$ cat src/rtl/somador_serial.sv
// Serial adder/subtractor: sums STEP bits per clock, producing a WIDTH+1 bit result
// with carry out and signed overflow after WIDTH/STEP+1 cycles.
module somador_serial #(
  parameter int WIDTH = 8,
  parameter int STEP  = 1
) (
  input  logic             clk,
  input  logic             rst_n,
  input  logic             start,
  input  logic             sub,
  input  logic [WIDTH-1:0] a,
  input  logic [WIDTH-1:0] b,
  output logic             busy,
  output logic             done,
  output logic [WIDTH:0]   s,
  output logic             ovf
);

  localparam int NSLICE = WIDTH / STEP;
  localparam int CW     = $clog2(NSLICE + 1);
  localparam logic [CW-1:0] LAST  = CW'(NSLICE - 1);
  localparam logic [CW-1:0] DRAIN = CW'(NSLICE);

  typedef enum logic [1:0] {
    IDLE = 2'd0,
    RUN  = 2'd1,
    DONE = 2'd2
  } state_t;

  state_t           state_r;
  logic [WIDTH-1:0] a_r;
  logic [WIDTH-1:0] b_r;
  logic             sub_r;
  logic             carry_r;
  logic [CW-1:0]    cnt_r;
  logic [WIDTH:0]   s_r;
  logic             ovf_r;
  logic             busy_r;
  logic             done_r;

  int               pos_s;
  logic [WIDTH-1:0] b_eff_s;
  logic [STEP-1:0]  a_sl_s;
  logic [STEP-1:0]  b_sl_s;
  logic [STEP:0]    sum_s;
  logic             cmsb_s;

  // Slice adder for the slice selected by the step counter
  always_comb begin
    pos_s   = int'(cnt_r) * STEP;
    b_eff_s = sub_r ? ~b_r : b_r;
    a_sl_s  = a_r[pos_s +: STEP];
    b_sl_s  = b_eff_s[pos_s +: STEP];
    sum_s   = {1'b0, a_sl_s} + {1'b0, b_sl_s} + {{STEP{1'b0}}, carry_r};
    // carry into the top bit of the slice, recovered from its sum bit
    cmsb_s  = a_sl_s[STEP-1] ^ b_sl_s[STEP-1] ^ sum_s[STEP-1];
  end

  // Control FSM, operand capture and result accumulation
  always_ff @(posedge clk or negedge rst_n) begin
    if (!rst_n) begin
      state_r <= IDLE;
      a_r     <= {WIDTH{1'b0}};
      b_r     <= {WIDTH{1'b0}};
      sub_r   <= 1'b0;
      carry_r <= 1'b0;
      cnt_r   <= {CW{1'b0}};
      s_r     <= {(WIDTH+1){1'b0}};
      ovf_r   <= 1'b0;
      busy_r  <= 1'b0;
      done_r  <= 1'b0;
    end else begin
      case (state_r)
        IDLE, DONE: begin
          done_r <= 1'b0;
          if (start) begin
            a_r     <= a;
            b_r     <= b;
            sub_r   <= sub;
            carry_r <= sub;
            cnt_r   <= {CW{1'b0}};
            busy_r  <= 1'b1;
            state_r <= RUN;
          end else begin
            state_r <= IDLE;
          end
        end
        RUN: begin
          // one commit cycle after the last slice sets the WIDTH/STEP+1 latency
          if (cnt_r == DRAIN) begin
            busy_r  <= 1'b0;
            done_r  <= 1'b1;
            state_r <= DONE;
          end else begin
            s_r[pos_s +: STEP] <= sum_s[STEP-1:0];
            carry_r            <= sum_s[STEP];
            cnt_r              <= cnt_r + {{(CW-1){1'b0}}, 1'b1};
            if (cnt_r == LAST) begin
              s_r[WIDTH] <= sum_s[STEP];
              ovf_r      <= cmsb_s ^ sum_s[STEP];
            end else begin
              ovf_r <= ovf_r;
            end
          end
        end
        default: begin
          busy_r  <= 1'b0;
          done_r  <= 1'b0;
          state_r <= IDLE;
        end
      endcase
    end
  end

  assign busy = busy_r;
  assign done = done_r;
  assign s    = s_r;
  assign ovf  = ovf_r;

endmodule

$ cat config.mk
export PLATFORM = sky130hd
export DESIGN_NAME = somador_serial
export DESIGN_NICKNAME = d
export VERILOG_FILES = /design/src/rtl/somador_serial.sv
export SDC_FILE = /design/constraint.sdc
export NUM_CORES = 1
export LEC_CHECK = 0
export BUFFER_PORTS_ARGS = -buffer_cell sky130_fd_sc_hd__buf_4
export CAP_MARGIN = 40
export CORE_MARGIN = 2
export CORE_UTILIZATION = 25
export DETAILED_ROUTE_END_ITERATION = 10
export PLACE_DENSITY = 0.47
export SYNTH_ARGS = -nofsm -noshare
export SYNTH_HDL_FRONTEND = slang
export SYNTH_SLANG_ARGS = --single-unit
$ cat constraint.sdc
create_clock -name clk -period 2.6 [get_ports clk]
set_input_delay 0.13 -clock clk [delete_from_list [all_inputs] [get_ports clk]]
set_output_delay 0.13 -clock clk [all_outputs]
set_load 0.03 [all_outputs]
==> impl_metrics.env <==
export IMPL_synthSimpleGateAreaFrac=0.255
export IMPL_ys_types=37
export IMPL_period_needed_ps=2520
export IMPL_htreeDepth=2
export IMPL_dp_hpwl_um=3030
export IMPL_wirelength_um=4290
export IMPL_final_cells=331
export IMPL_worstHoldPathType="input pin to flop"
export IMPL_rr_startpoint="cnt_r[0]"
export IMPL_setup_viol=0
export IMPL_grt_antenna_before_repair=0
export IMPL_cp_depth=9
export IMPL_hold_viol=0
export IMPL_p_switching_w=0.00156
export IMPL_synthesis_area_sq_um=1830
export IMPL_wl_met3_um=152
export IMPL_n_fill_cell=736
export IMPL_io_buffers=31
export IMPL_io_pins=32
export IMPL_setup_ws_ps=84.8
export IMPL_crit_slowest_cell="fa_2"
export IMPL_ys_seq_elements=35
export IMPL_cts_root_buf="clkbuf_8"
export IMPL_antenna_left=0
export IMPL_synth_edf_count=0
export IMPL_dp_slack_ps=-93.9
export IMPL_m1WireLength_um=2110
export IMPL_muxShareOfSynthArea=0.104
export IMPL_cp_arrival_ps=2680
export IMPL_worstSetupPathType="flop to flop"
export IMPL_syn_avg_cell_area_sq_um=9.59
export IMPL_die_area_sq_um=8030
export IMPL_final_nets=258
export IMPL_leakagePower_nw=1.18
export IMPL_max_stage_delay_ps=520
export IMPL_area_growth_pct=33.4
export IMPL_die_h_um=89.6
export IMPL_grt_pass1_vias=1456
export IMPL_cp_required_ps=2760
export IMPL_yosysSeqAreaShare=0.478
export IMPL_rows=31
export IMPL_irDropWorstVdd_mv=0.459
export IMPL_synth_compound_area_share=0.0560
export IMPL_min_path_cells=3
export IMPL_hp_start="b[3]"
export IMPL_wl_met2_um=2000
export IMPL_gp_congestion=0.788
export IMPL_grt_use_total=0.114
export IMPL_grt_first_pass_wirelength_um=7000
export IMPL_post_drt_wl_per_cell_um=13.0
export IMPL_top_layer="met4"
export IMPL_startpoint="cnt_r[0]"
export IMPL_reg2reg_depth=9
export IMPL_yosys_area_top_type="dfrtp_1"
export IMPL_cts_tree="yes"
export IMPL_relSlewSlack=0.369
export IMPL_grt_max_degree=36
export IMPL_first_iter_violations=62
export IMPL_drive_above_1_share=0.289
export IMPL_clock_path_buffers=2
export IMPL_critPathMaxFanout=4
export IMPL_combPwrFrac=0.582
export IMPL_cts_sinks=35
export IMPL_start_kind="flop"
export IMPL_critPathTopFamily="multiplexers"
export IMPL_rsz0062_at_grt="true"
export IMPL_grt_ovfl_total=0
export IMPL_ys_top_cells_by_area="dfrtp_1 48%, nand2_1 13%, mux4_2 4.9%"
export IMPL_endpoint_kind="flop"
export IMPL_fmax_mhz=398
export IMPL_tightestPinTransition_ps=939
export IMPL_switching_share=0.422
export IMPL_start_util=0.255
export IMPL_viasPerCell=4.32
export IMPL_status="finished, final reports clean"
export IMPL_finalClockSkew_ps=6.78
export IMPL_seqPwrFrac=0.259
export IMPL_fp_coreArea_sq_um=7180
export IMPL_syn_num_nets=218
export IMPL_clkTransAtPathRegs_ps=70
export IMPL_synth_cells=191
export IMPL_cts_made_buffers=5
export IMPL_antenna_cells=0
export IMPL_yosys_top_cells_count="62 x nand2_1, 35 x dfrtp_1, 12 x nor2_1"
export IMPL_path_cells="mux4_2, mux2i_1, xor2_1, nor2_1, fa_2, buf_6, nand2_4, nor2_2, mux2_4"
export IMPL_synthArstFlopShare=1.00
export IMPL_yosysMostFrequentCell="nand2_1"
export IMPL_synthAdderAreaFrac=0.0519
export IMPL_power_frac_clock=0.158
export IMPL_internal_power_w=0.00213
export IMPL_synth_top_family_by_area="simple AND/OR/NAND/NOR gates"
export IMPL_p_per_area_nw_per_um2=1510
export IMPL_die_w_um=89.6
export IMPL_critical_path_buf_inv_count=1
export IMPL_slew_viol_final=0
export IMPL_clock_latency_ps=280
export IMPL_ys_warn_count=0
export IMPL_vias=1430
export IMPL_total_power_w=0.00369
export IMPL_first_pass_iters=6
export IMPL_dp_cells=320
export IMPL_synth_ff_type="dfrtp_1"
export IMPL_synth_xor_area_share=0.0239
export IMPL_cap_violations=0
export IMPL_synth_top_area_frac=0.478
export IMPL_drc=0
export IMPL_fin_crit_sh=0.967
==> registers in the layout, indices dropped and copies added, names as in the netlist <==
signal,flops
s,9
a_r,8
b_r,8
cnt_r,4
busy,1
carry_r,1
done,1
ovf,1
state_r,1
sub_r,1
==> stage by stage <==
step | TNS, ps | hold slack (ps) | instance area, sq um | utilization
after detailed placement | -235 | 117 | 2200 | 0.306
after global placement | -26.0 | 117 | 2200 | 0.306
after global routing | -165 | 29.0 | 2440 | 0.341
final | 0 | 30.4 | 2440 | 0.341
after CTS | -14.1 | 27.7 | 2350 | 0.327
after floorplan | 0 | -166 | 1830 | -
==> final timing paths <==
| path | endpoint | slack [ps] |
|---|---|---|
| max | s[5] | 80 |
| min | b_r[3] | 30 |
| max reg2reg | s[5] | 80 |
| min reg2reg | a_r[2] | 480 |
| max in group asynchronous | cnt_r[0] | 1900 |
| min in group asynchronous | s[4] | 350 |
==> power groups by stage <==
stage	Combinational, W	Clock [W]	Sequential (W)
floorplan	0.00115	0	0.00107
global placement	0.00179	0	0.000978
detailed placement	0.00180	0	0.000978
CTS	0.00183	0.000600	0.000970
global route	0.00237	0.000629	0.000995
finish	0.00215	0.000585	0.000958
==> area by class of cell <==
class                   count  area [sq um]  area share
clock buffers               6          72.6      0.0297
multi-input cells         143           981       0.401
clock inverters             2          60.1      0.0246
repair buffers             40           307       0.125
inverters                   6          22.5     0.00922
flip-flops and latches     35           877       0.359
well taps                  99           124      0.0507
==> kinds of logic after synthesis <==
kind of cell    after synthesis
mux                          12
fa+ha+maj                     7
compound gates               16
flops                        35
buf+inv                      13
xor+xnor                      5
simple gates                103
==> per-layer routing <==
layer / vias up / GRT usage
met5: - / 0
met4: 0 / 0.0326
met3: 2 / 0.0274
met2: 25 / 0.178
met1: 683 / 0.158
li1: 720 / -
==> repair_timing <==
action                     CTS  global route
hold endpoints to repair    35             0
resized for setup            1            17
setup buffers                1             1
pin swaps                    0             7
setup endpoints to repair    8             8
hold buffers                 1             0
==> layout by cell type, fill, tap and decap left out, drive strengths merged <==
cell / count
dfrtp: 35
xor2: 2
clkbuf: 6
and3b: 1
o21ai: 8
o211ai: 1
nand2: 62
o41ai: 2
or3: 1
nor2: 12
o311ai: 2
o31a: 1
mux4: 4
and4: 1
a31oi: 1
bufinv: 2
nand4: 1
or4: 1
nand3: 4
inv: 6
dlygate4sd3: 1
a21oi: 1
mux2i: 2
nand2b: 3
nor4: 3
buf: 39
nor2b: 5
nand4bb: 1
nor3b: 1
ha: 6
nor3: 5
mux2: 6
nand3b: 2
xnor2: 3
fa: 1
==> worst register-to-register path, cell delays in order (launching register included) <==
cell	delay, ps
dfrtp_2	410
mux4_2	510
mux2i_1	180
xor2_1	170
nor2_1	90
fa_2	520
buf_6	150
nand2_4	70
nor2_2	40
mux2_4	270
No activity file was read; power rests on OpenSTA's default activity.
